`src/rtl/sequential_divider.sv`:
```
`default_nettype none
// ============================================================================
// Module      : sequential_divider
// Description : Iterative unsigned restoring divider. Captures a
//               dividend/divisor pair on start, resolves one quotient bit per
//               clock (MSB first) and presents the quotient and remainder
//               with a one-cycle done pulse. A zero divisor short-circuits
//               straight to DONE with an all-ones quotient and div_by_zero set.
// Revision    : 1.0 - initial release
// ============================================================================
module sequential_divider #(
    parameter int WIDTH = 8
) (
    input  logic             clk,
    input  logic             rst_n,
    input  logic             start,
    input  logic [WIDTH-1:0] dividend,
    input  logic [WIDTH-1:0] divisor,
    output logic             busy,
    output logic             done,
    output logic [WIDTH-1:0] quotient,
    output logic [WIDTH-1:0] remainder,
    output logic             div_by_zero
);

    // Counter only has to reach WIDTH-1; one spare bit keeps it safe for any WIDTH
    localparam int                 c_CNT_W = $clog2(WIDTH + 1);
    localparam logic [c_CNT_W-1:0] c_LAST  = c_CNT_W'(WIDTH - 1);

    typedef enum logic [1:0] {
        S_IDLE = 2'd0,
        S_CALC = 2'd1,
        S_DONE = 2'd2
    } state_t;

    state_t             r_state;
    // Dividend bits leave at the top while quotient bits enter at the bottom,
    // so after WIDTH steps this register holds the complete quotient.
    logic [WIDTH-1:0]   r_shift;
    logic [WIDTH-1:0]   r_divisor;
    // The kept partial remainder is always below the divisor and so fits in
    // WIDTH bits; the extra sign bit only exists on the trial value below.
    logic [WIDTH-1:0]   r_partial;
    logic [c_CNT_W-1:0] r_count;

    // One restoring step: shift in the next dividend bit, trial-subtract,
    // keep the difference when its sign bit is clear, otherwise restore.
    logic [WIDTH:0]     w_shifted;
    logic [WIDTH:0]     w_diff;
    logic               w_qbit;
    logic [WIDTH-1:0]   w_next_rem;
    logic [WIDTH-1:0]   w_next_shift;

    assign w_shifted    = {r_partial, r_shift[WIDTH-1]};
    assign w_diff       = w_shifted - {1'b0, r_divisor};
    assign w_qbit       = ~w_diff[WIDTH];
    assign w_next_rem   = w_qbit ? w_diff[WIDTH-1:0] : w_shifted[WIDTH-1:0];
    assign w_next_shift = {r_shift[WIDTH-2:0], w_qbit};

    // Control FSM, iteration datapath and registered result outputs
    always_ff @(posedge clk or negedge rst_n) begin
        if (!rst_n) begin
            r_state     <= S_IDLE;
            r_shift     <= '0;
            r_divisor   <= '0;
            r_partial   <= '0;
            r_count     <= '0;
            busy        <= 1'b0;
            done        <= 1'b0;
            quotient    <= '0;
            remainder   <= '0;
            div_by_zero <= 1'b0;
        end else begin
            done <= 1'b0;
            case (r_state)
                S_IDLE: begin
                    if (start) begin
                        r_shift   <= dividend;
                        r_divisor <= divisor;
                        r_partial <= '0;
                        r_count   <= '0;
                        busy      <= 1'b1;
                        if (divisor == '0) begin
                            // No iterations needed: report the fixed result now
                            quotient    <= '1;
                            remainder   <= dividend;
                            div_by_zero <= 1'b1;
                            done        <= 1'b1;
                            r_state     <= S_DONE;
                        end else begin
                            div_by_zero <= 1'b0;
                            r_state     <= S_CALC;
                        end
                    end
                end

                S_CALC: begin
                    r_partial <= w_next_rem;
                    r_shift   <= w_next_shift;
                    r_count   <= r_count + 1'b1;
                    if (r_count == c_LAST) begin
                        // Final bit resolved this edge: publish the results
                        quotient  <= w_next_shift;
                        remainder <= w_next_rem;
                        done      <= 1'b1;
                        r_state   <= S_DONE;
                    end
                end

                S_DONE: begin
                    busy    <= 1'b0;
                    r_state <= S_IDLE;
                end

                default: begin
                    busy    <= 1'b0;
                    r_state <= S_IDLE;
                end
            endcase
        end
    end

endmodule
`default_nettype wire
```
`config.mk`:
```
export PLATFORM = sky130hd
export DESIGN_NAME = sequential_divider
export DESIGN_NICKNAME = d
export VERILOG_FILES = /design/src/rtl/sequential_divider.sv
export SDC_FILE = /design/constraint.sdc
export NUM_CORES = 1
export LEC_CHECK = 0
export BUFFER_PORTS_ARGS = -buffer_cell sky130_fd_sc_hd__clkbuf_2
export CAP_MARGIN = 20
export CORE_UTILIZATION = 45
export CTS_CLUSTER_DIAMETER = 150
export DETAILED_ROUTE_END_ITERATION = 12
export HOLD_SLACK_MARGIN = 0.08
export PLACE_DENSITY = 0.66
export SLEW_MARGIN = 25
export SYNTH_ARGS = -nofsm -noshare
export SYNTH_HDL_FRONTEND = slang
export SYNTH_SLANG_ARGS = --single-unit
```
`constraint.sdc`:
```
create_clock -name clk -period 2.76 [get_ports clk]
set_input_delay 0.552 -clock clk [delete_from_list [all_inputs] [get_ports clk]]
set_output_delay 0.552 -clock clk [all_outputs]
set_load 0.01 [all_outputs]
```
==> results of run 1 <==
## what timing repair did
action,in CTS,in global routing
setup endpoints to repair,0,8
resized for setup,0,5
buffers inserted,0,1
## state kept, by name, summed over array words and instances (netlist names), 2 cells and up
signal     count
quotient       8
r_count        4
r_divisor      8
r_partial      8
r_shift        8
r_state        2
remainder      8
## Yosys cell counts, types with 3 or more instances
| master | n |
|---|---|
| o21ai_0 | 29 |
| inv_1 | 12 |
| clkbuf_1 | 11 |
| or3_1 | 3 |
| buf_2 | 3 |
| o211ai_1 | 4 |
| a21oi_1 | 25 |
| and3_1 | 3 |
| nand3_1 | 4 |
| nor2b_1 | 11 |
| ha_1 | 9 |
| a22oi_1 | 7 |
| nand2b_1 | 4 |
| nand2_1 | 31 |
| mux2i_1 | 4 |
| nor2_1 | 25 |
| dfrtp_1 | 49 |
## power groups by stage
| stage | combinational [µW] | clock [µW] | sequential, µW |
|---|---|---|---|
| 2_1_floorplan | 1610 | 0 | 1270 |
| 5_1_grt | 2550 | 490 | 1330 |
| 3_3_place_gp | 2170 | 0 | 1290 |
| 4_1_cts | 2210 | 463 | 1280 |
| 6_report | 2280 | 456 | 1290 |
| 3_5_place_dp | 2200 | 0 | 1290 |
## final timing paths
check / to / slack, ns / depth (start not counted)
max reg2reg: remainder[4] / 0.11 / 11
min in group clk: r_divisor[3] / 0.46 / 3
min: quotient[6] / 0.33 / 2
max in group asynchronous: remainder[3] / 2.00 / 2
max: remainder[4] / 0.11 / 11
min reg2reg: r_count[3] / 0.49 / 1
## area by class of cell
| type | count | area (µm²) | share of cell area, % |
|---|---|---|---|
| Inverter | 12 | 45.04 | 1.513 |
| Tap cell | 72 | 90.09 | 3.026 |
| Clock inverter | 3 | 26.28 | 0.8827 |
| Timing Repair Buffer | 48 | 271.5 | 9.121 |
| Sequential cell | 49 | 1226 | 41.19 |
| Multi-Input combinational cell | 201 | 1249 | 41.95 |
| Clock buffer | 5 | 68.82 | 2.312 |
## worst max-delay path, cell delays in order (launching register included)
cell and delay (ns):
dfrtp_1 0.40, inv_2 0.10, ha_4 0.14, inv_1 0.05, fa_2 0.42, a211oi_4 0.29
buf_4 0.16, o211a_1 0.15, a221o_1 0.14, buf_6 0.17, mux2_2 0.36, o22a_1 0.16
## metal layers
| metal | up-vias | global-route usage, % |
|---|---|---|
| met4 | 0 | 6.792 |
| li1 | 1061 | - |
| met3 | 7 | 4.588 |
| met2 | 52 | 33.45 |
| met5 | - | 0 |
| met1 | 1041 | 31.94 |
## cells by family after synthesis
kind of cell	after synthesis	synth area share [%]
AND/OR/NAND/NOR	94	17.78
AO/OA/AOI/OAI	89	22.08
flip-flops	49	47.88
buffers and inverters	26	3.957
adder cells (fa/ha/maj)	10	5.178
multiplexers	6	2.443
XOR/XNOR	2	0.6841
## cells in the final DEF (no fill, tap or decap), types with 3 or more instances in the layout
cell / instances
clkbuf_8: 5
inv_1: 11
nor2_1: 25
mux2i_1: 4
nand2_1: 31
and3_1: 3
a21oi_1: 25
ha_1: 8
dfrtp_1: 49
buf_4: 10
a22oi_1: 7
o21ai_0: 29
nand2b_1: 4
clkbuf_2: 37
or3_1: 3
nand3_1: 4
o211ai_1: 4
nor2b_1: 11
## per-stage QoR
stage	cell area, µm²	total power [µW]	utilization, %	worst slack, ns
2_1_floorplan	2561	2884	-	0.1877
3_3_place_gp	2855	3455	51.85	0.1382
3_5_place_dp	2855	3492	51.85	0.07451
4_1_cts	2950	3954	53.58	0.05283
5_1_grt	2977	4360	54.06	0.02075
6_report	2977	4020	54.06	0.1123
==> results.sh, run 1 <==
export IMPL_grt_start_max_net_pins=50
export IMPL_dp_final_hpwl_mm=4.405
export IMPL_cts_sinks=49
export IMPL_hold_viol_final=0
export IMPL_dr_wl_met2_mm=2.720
export IMPL_dieArea_um2=5997
export IMPL_worstSetupEndpointType="flip-flop"
export IMPL_grt_pass1_vias=2042
export IMPL_yosysWarnings=0
export IMPL_synth_edf_count=0
export IMPL_initial_core_util_pct=46.51
export IMPL_final_max_slew_violation_count=0
export IMPL_die_width_um=77.44
export IMPL_wire_per_inst_um=15.71
export IMPL_ioPinCount=38
export IMPL_critPathLaunchType="flip-flop"
export IMPL_leakage_uw=0.001377
export IMPL_p_sw_uw=1764
export IMPL_syn_inst=276
export IMPL_instances_no_fill=390
export IMPL_wl_met1_mm=3.028
export IMPL_syn_area_um2=2561
export IMPL_synth_main_ff_cell="dfrtp_1"
export IMPL_drcViolationCount=0
export IMPL_clock_path_buffers=2
export IMPL_vias_per_cell=5.541
export IMPL_peakVddDrop_uv=525.6
export IMPL_finalClockSkew_ns=0.008632
export IMPL_cp_arrival_ns=2.85
export IMPL_outcome="complete, no violations"
export IMPL_sw_frac_of_total_pct=43.88
export IMPL_cp_max_fo=12
export IMPL_clkPwrFrac_pct=11.3
export IMPL_drt_wl_total_mm=6.125
export IMPL_finalSetupViolations=0
export IMPL_synthArstFlopShare_pct=100.0
export IMPL_detail_route_antenna_nets=0
export IMPL_wl_met3_um=290
export IMPL_finalCritPeriodShare_pct=95.93
export IMPL_cts_root_buf="clkbuf_8"
export IMPL_dr_pass1_iters=4
export IMPL_nNetsFinal=346
export IMPL_crit_path_start="r_shift[7]"
export IMPL_cap_violations=0
export IMPL_finalCriticalPeriod_ns=2.648
export IMPL_drive_gt1_share_pct=20.75
export IMPL_synthTopCellsByArea="dfrtp_1, o21ai_0, a21oi_1"
export IMPL_yosysSeqAreaShare_pct=47.87
export IMPL_globalplace_congestion=0.8659
export IMPL_grt_usage_pct=22.18
export IMPL_avgSynthCellArea_um2=9.280
export IMPL_seqPwrFrac_pct=32.0
export IMPL_n_antenna_cell=0
export IMPL_cts_made_buffers=5
export IMPL_reg2reg_from="r_shift[7]"
export IMPL_cts_tree="yes"
export IMPL_antenna_found_initial=0
export IMPL_fillerInstances=515
export IMPL_cts_clk_slew_worst_paths_ns=0.10
export IMPL_synth_top_area_cell="dfrtp_1"
export IMPL_slew_headroom_pct=57.41
export IMPL_num_vias=2161
export IMPL_area_growth_pct=16.22
export IMPL_intPower_uw=2256
export IMPL_rsz0062_at_grt="no"
export IMPL_syn_num_nets=305
export IMPL_port_buffers=37
export IMPL_core_um2=5507
export IMPL_synth_distinct_cells=45
export IMPL_powerDensity_nw_per_um2=1351
export IMPL_die_h_um=77.44
export IMPL_rows=27
export IMPL_ys_ff_latch=49
export IMPL_cts_htree_levels=2
export IMPL_fmax_mhz=377.7
export IMPL_grt_overflow_total=0
export IMPL_tns_ns=0
export IMPL_path_class="reg -> reg"
export IMPL_required_ns=2.96
export IMPL_combPwrFrac_pct=56.7
export IMPL_insertion_delay_ns=0.31
export IMPL_grt_pass1_wl_mm=10.25
export IMPL_hold_ws_ns=0.3296
export IMPL_routed_top_layer="met4"
export IMPL_place_inst=381
export IMPL_cts_hold_buf=0
export IMPL_drt_iter0_drc=191
export IMPL_post_synth_top_area_fraction_pct=47.87
export IMPL_hp_class="in -> async"
export IMPL_tightest_slew_ns=0.6389
(Power assumes the default switching activity.)
==> run 2: changes to the inputs <==
--- a/config.mk
+++ b/config.mk
@@ -11,7 +11,7 @@
 export CTS_CLUSTER_DIAMETER = 150
 export DETAILED_ROUTE_END_ITERATION = 12
 export HOLD_SLACK_MARGIN = 0.08
-export PLACE_DENSITY = 0.66
+export PLACE_DENSITY = 0.63
 export SLEW_MARGIN = 25
 export SYNTH_ARGS = -nofsm -noshare
 export SYNTH_HDL_FRONTEND = slang
==> constraint.sdc (replaced) <==
create_clock -name clk -period 3.3 [get_ports clk]
set_input_delay 0.66 -clock clk [delete_from_list [all_inputs] [get_ports clk]]
set_output_delay 0.66 -clock clk [all_outputs]
set_load 0.01 [all_outputs]
==> run 2 against run 1 <==
Net effect:
- clock skew shrank 0.0020 ns
- critical path depth shrank 2
- utilization shrank 0.57 points
- power shrank 16%
- count of clock-buffer cells in the layout is the same
- largest cell class unchanged
- largest power group unchanged
==> results.sh, run 2 (synthesis gave the netlist of run 1 again) <==
export IMPL_cts_clk_slew_worst_paths_ns=0.09
export IMPL_leakage_uw=0.001373
export IMPL_cts_made_buffers=5
export IMPL_wire_per_inst_um=15.79
export IMPL_tightest_slew_ns=0.9580
export IMPL_max_stage_delay_ns=0.53
export IMPL_port_buffers=37
export IMPL_clock_path_buffers=2
export IMPL_dp_final_hpwl_mm=4.366
export IMPL_rsz0062_at_grt="no"
export IMPL_path_class="reg -> reg"
export IMPL_core_um2=5507
export IMPL_regArea_um2=1226
export IMPL_required_ns=3.53
export IMPL_fmax_mhz=371.7
export IMPL_area_growth_pct=15.00
export IMPL_fillerInstances=520
export IMPL_die_h_um=77.44
export IMPL_final_common_cell="dfrtp_1"
export IMPL_cpMostUsedCell="inv_1"
export IMPL_final_cell_mix="dfrtp_1, clkbuf_2, nand2_1"
export IMPL_drcViolationCount=0
export IMPL_finalCriticalPeriod_ns=2.691
export IMPL_cts_root_buf="clkbuf_8"
export IMPL_finalSetupViolations=0
export IMPL_num_vias=2139
export IMPL_drt_iter0_drc=139
export IMPL_reg2reg_from="r_shift[7]"
export IMPL_hold_viol_final=0
export IMPL_globalplace_congestion=0.8770
export IMPL_grt_start_max_net_pins=31
export IMPL_peakVddDrop_uv=438.0
export IMPL_grt_pass1_vias=1995
export IMPL_finalClockSkew_ns=0.006626
export IMPL_rows=27
export IMPL_slowest_stage="or4_4"
export IMPL_crit_path_start="r_shift[7]"
export IMPL_die_width_um=77.44
export IMPL_grt_usage_pct=22.02
export IMPL_slew_headroom_pct=36.00
export IMPL_worstSetupEndpointType="flip-flop"
export IMPL_outcome="complete, no violations"
export IMPL_grt_overflow_total=0
export IMPL_cts_hold_buf=0
export IMPL_place_area_um2=2833
export IMPL_drive_gt1_share_pct=18.79
export IMPL_n_antenna_cell=0
export IMPL_cts_tree="yes"
export IMPL_detail_route_antenna_nets=0
export IMPL_cp_arrival_ns=2.92
export IMPL_cts_htree_levels=2
export IMPL_antenna_found_initial=0
export IMPL_nNetsFinal=342
export IMPL_tns_ns=0
export IMPL_ioPinCount=38
export IMPL_final_max_slew_violation_count=0
export IMPL_critPathLaunchType="flip-flop"
export IMPL_dieArea_um2=5997
export IMPL_post_cts_buffers=0
export IMPL_powerDensity_nw_per_um2=1141
export IMPL_cts_sinks=49
export IMPL_dr_pass1_iters=4
export IMPL_post_cts_resize_count=0
export IMPL_crit_chain="inv_1, ha_1, inv_1, fa_1, a211oi_4, o211ai_1, a221o_1, or4_4, a31oi_2"
export IMPL_hp_class="in -> async"
export IMPL_initial_core_util_pct=46.51
export IMPL_final_area_um2=2945
export IMPL_multi_input_area_um2=1234
export IMPL_vias_per_cell=5.541
export IMPL_grt_pass1_wl_mm=10.32
export IMPL_cap_violations=0
export IMPL_drt_wl_total_mm=6.096
export IMPL_insertion_delay_ns=0.31
export IMPL_cp_max_fo=5
export IMPL_finalCritPeriodShare_pct=81.53
run 2: cell count changes in the layout (fill, tap and decap cells not counted), sizes merged:
cell	before	now
buf	11	7
bufinv	0	1
clkinv	0	1
clkinvlp	2	0
run 2: cell type report:
type,count,share of cell area (%)
multi-input cells,201,41.89
flip-flops and latches,49,41.63
repair buffers,44,8.071
well taps,72,3.059
clock buffers,5,2.336
inverters,12,1.529
clock inverters,3,1.487
run 2: final timing paths:
check                          endpoint  slack, ns  cells after the start
min                        r_divisor[3]       0.30                      1
min in group clk             r_count[3]       0.49                      1
max in group asynchronous  remainder[2]       2.22                      2
max reg2reg                remainder[3]       0.61                      9
min reg2reg                  r_count[3]       0.49                      1
max                        remainder[3]       0.61                      9
run 2: critical path, delay by kind of cell (launching register included):
family | cells | cell delay, ns
AOI/OAI and AO/OA | 4 | 0.93
DFF | 1 | 0.39
and+or+nand+nor | 1 | 0.53
adders and majority gates | 2 | 0.61
buffers and inverters | 2 | 0.15
run 2: layer usage:
metal	track usage (%)	share of wire (%)
met1	34.22	51
met4	5.283	1.0
met3	3.529	4.2
met2	31.68	43
met5	0	0
run 2: stage by stage:
step                      cells  utilization, %  hold WS, ns  setup WS, ns  power [µW]
final                       386           53.49       0.3023        0.6094        3359
after global routing        386           53.49       0.3448        0.4482        3655
after CTS                   386           53.49       0.3256        0.6140        3363
after detailed placement    378           51.44       0.4742        0.6243        2913
after global placement      378           51.44       0.4672        0.6849        2897
after floorplan             276               -       0.3644        0.7277        2412
run 2: power by group:
| part | internal, µW | switching [µW] |
|---|---|---|
| logic | 812 | 1020 |
| registers | 873 | 207 |
| clock network | 228 | 216 |
==> run 3: changes to the inputs <==
--- a/config.mk
+++ b/config.mk
@@ -5,6 +5,7 @@
 export SDC_FILE = /design/constraint.sdc
 export NUM_CORES = 1
 export LEC_CHECK = 0
+export ABC_AREA = 1
 export BUFFER_PORTS_ARGS = -buffer_cell sky130_fd_sc_hd__clkbuf_2
 export CAP_MARGIN = 20
 export CORE_UTILIZATION = 45
==> constraint.sdc (replaced) <==
create_clock -name clk -period 2.8 [get_ports clk]
set_input_delay 0.56 -clock clk [delete_from_list [all_inputs] [get_ports clk]]
set_output_delay 0.56 -clock clk [all_outputs]
set_load 0.01 [all_outputs]
==> run 3 against run 2 <==
Net effect:
- final cell count up 14%
- synthesized cell count increased by 19%
- cell area is 2.7% higher
- highest routed layer unchanged
- sequential share of layout area down 1.1 points
- clock power grew 16%
- count of clock-buffer cells in the layout increased by 1
- combinational power is 20% higher
- non-clock buffer count fell by 3
==> results.sh, run 3 <==
export IMPL_dp_slack_ns=0.7651
export IMPL_cap_violations=0
export IMPL_rows=27
export IMPL_drive_gt1_share_pct=19.51
export IMPL_synth_distinct_cells=38
export IMPL_dr_pass1_iters=4
export IMPL_insertion_delay_ns=0.30
export IMPL_post_cts_resize_count=0
export IMPL_hold_viol_final=0
export IMPL_grt_overflow_total=0
export IMPL_drt_wl_total_mm=5.866
export IMPL_area_growth_pct=13.47
export IMPL_tns_ns=0
export IMPL_grt_usage_pct=20.94
export IMPL_grt_pass1_vias=2150
export IMPL_dp_final_hpwl_mm=4.407
export IMPL_grt_pass1_wl_mm=10.14
export IMPL_post_synth_top_area_fraction_pct=45.99
export IMPL_setup_slack_ns=0.7499
export IMPL_tightest_slew_ns=0.9031
export IMPL_n_antenna_cell=0
export IMPL_ioPinCount=38
export IMPL_rsz0062_at_grt="no"
export IMPL_final_common_cell="nand2_1"
export IMPL_peakVddDrop_uv=680.5
export IMPL_critPathLaunchType="flip-flop"
export IMPL_cts_root_buf="clkbuf_8"
export IMPL_vias_per_cell=5.073
export IMPL_cts_sinks=49
export IMPL_finalSetupViolations=0
export IMPL_yosysWarnings=0
export IMPL_ys_ff_latch=49
export IMPL_syn_num_nets=358
export IMPL_clock_path_buffers=2
export IMPL_wire_per_inst_um=13.30
export IMPL_worstSetupEndpointType="flip-flop"
export IMPL_instances_no_fill=441
export IMPL_cts_clk_slew_worst_paths_ns=0.09
export IMPL_leakage_uw=0.001611
export IMPL_top_usage_layer="met2"
export IMPL_synthArstFlopShare_pct=100.0
export IMPL_path_class="reg -> reg"
export IMPL_finalCritPeriodShare_pct=73.22
export IMPL_cts_htree_levels=2
export IMPL_slew_headroom_pct=39.80
export IMPL_hp_class="in -> async"
export IMPL_drcViolationCount=0
export IMPL_fmax_mhz=487.8
export IMPL_die_width_um=78.98
export IMPL_avgSynthCellArea_um2=8.104
export IMPL_num_vias=2237
export IMPL_die_h_um=78.98
export IMPL_synth_edf_count=0
export IMPL_grt_met2_usage_pct=34.31
export IMPL_post_cts_buffers=0
export IMPL_drt_iter0_drc=127
export IMPL_finalCriticalPeriod_ns=2.050
export IMPL_dieArea_um2=6237
export IMPL_synth_main_ff_cell="dfrtp_1"
export IMPL_core_um2=5608
export IMPL_finalClockSkew_ns=0.009035
export IMPL_antenna_found_initial=0
export IMPL_place_inst=433
export IMPL_r2r_end="remainder[5]"
export IMPL_use_met1_pct=28.49
export IMPL_syn_inst=329
export IMPL_required_ns=3.05
export IMPL_fillerInstances=578
export IMPL_cts_hold_buf=0
export IMPL_final_max_slew_violation_count=0
export IMPL_grtUsageMet3_pct=3.793
export IMPL_port_buffers=37
export IMPL_regToRegSetupSlack_ns=0.75
export IMPL_worstRegToRegCells=13
export IMPL_yosysSeqAreaShare_pct=45.99
export IMPL_grt_start_max_net_pins=37
export IMPL_nNetsFinal=397
export IMPL_synthTopCellsByArea="dfrtp_1, nand2_1, inv_1"
export IMPL_outcome="complete, no violations"
export IMPL_globalplace_congestion=0.7800
export IMPL_final_cell_mix="nand2_1, inv_1, dfrtp_1"
export IMPL_reg2reg_from="r_shift[7]"
export IMPL_cts_made_buffers=5
export IMPL_synth_top_area_cell="dfrtp_1"
export IMPL_synthMostInstantiatedCell="nand2_1"
export IMPL_initial_core_util_pct=47.55
export IMPL_ys_top_cells_by_count="nand2_1, inv_1, dfrtp_1"
export IMPL_detail_route_antenna_nets=0
export IMPL_syn_area_um2=2666
export IMPL_powerDensity_nw_per_um2=1309
export IMPL_cts_tree="yes"
export IMPL_cp_arrival_ns=2.30
export IMPL_cp_max_fo=8
-- run 3: how the worst max path moves through the flow --
stage | startpoint | endpoint | slack, ns | cells after the start
after floorplan | r_shift[7] | remainder[2] | 1.0 | 14
after global placement | start | remainder[7] | 0.83 | 8
after detailed placement | r_shift[7] | remainder[4] | 0.77 | 13
after CTS | r_shift[7] | remainder[3] | 0.74 | 13
after global routing | r_shift[7] | remainder[5] | 0.55 | 13
final | r_shift[7] | remainder[5] | 0.75 | 13
-- run 3: area by class of cell --
cell class	instances	area, µm²	area share [%]
tap	72	90.09	2.978
timing repair buffer	41	215.2	7.113
inverter	56	210.2	6.948
sequential	49	1226	40.53
clock inverter	2	38.79	1.282
multi-input combinational	215	1172	38.75
clock buffer	6	72.57	2.399
-- run 3: cell families (layout without fill, tap and decap cells) --
kind of cell / count (synthesis) / in the layout / share of synthesized area (%)
simple gates: 161 / 161 / 28.62
fa+ha+maj: 10 / 10 / 4.974
buf+inv: 65 / 105 / 10.04
xor+xnor: 3 / 3 / 0.9856
mux: 1 / 1 / 0.3754
compound gates: 40 / 40 / 9.010
flops: 49 / 49 / 45.99
-- run 3: power breakdown --
part           internal [µW]  switching, µW
registers               1040            204
logic                    823           1380
clock network            269            244
total                   2130           1830
-- run 3: metal layers --
layer / vias to the layer above / part of all wire, %
li1: 1128 / -
met1: 1074 / 49
met2: 29 / 48
met3: 6 / 1.9
met4: 0 / 0.72
met5: - / 0
-- run 3: per-stage QoR --
| stage | utilization, % | hold WS, ns | power, µW | cell area (µm²) |
|---|---|---|---|---|
| after floorplan | - | 0.2644 | 2915 | 2666 |
| after global placement | 51.96 | 0.4641 | 3428 | 2914 |
| after detailed placement | 51.96 | 0.4666 | 3475 | 2914 |
| after CTS | 53.95 | 0.4024 | 3998 | 3025 |
| after global routing | 53.95 | 0.4345 | 4372 | 3025 |
| final | 53.95 | 0.3746 | 3961 | 3025 |
-- run 3: worst max-delay path, stage by stage (launching register included) --
cell and delay [ns]:
dfrtp_1 0.39, inv_1 0.08, ha_1 0.14, inv_1 0.06, fa_1 0.41, nand2_1 0.09
nand2_1 0.10, nand3_2 0.12, nand3_1 0.12, nand2_4 0.14, nand3_1 0.12, nand3_1 0.14
nand2_1 0.06, inv_1 0.04
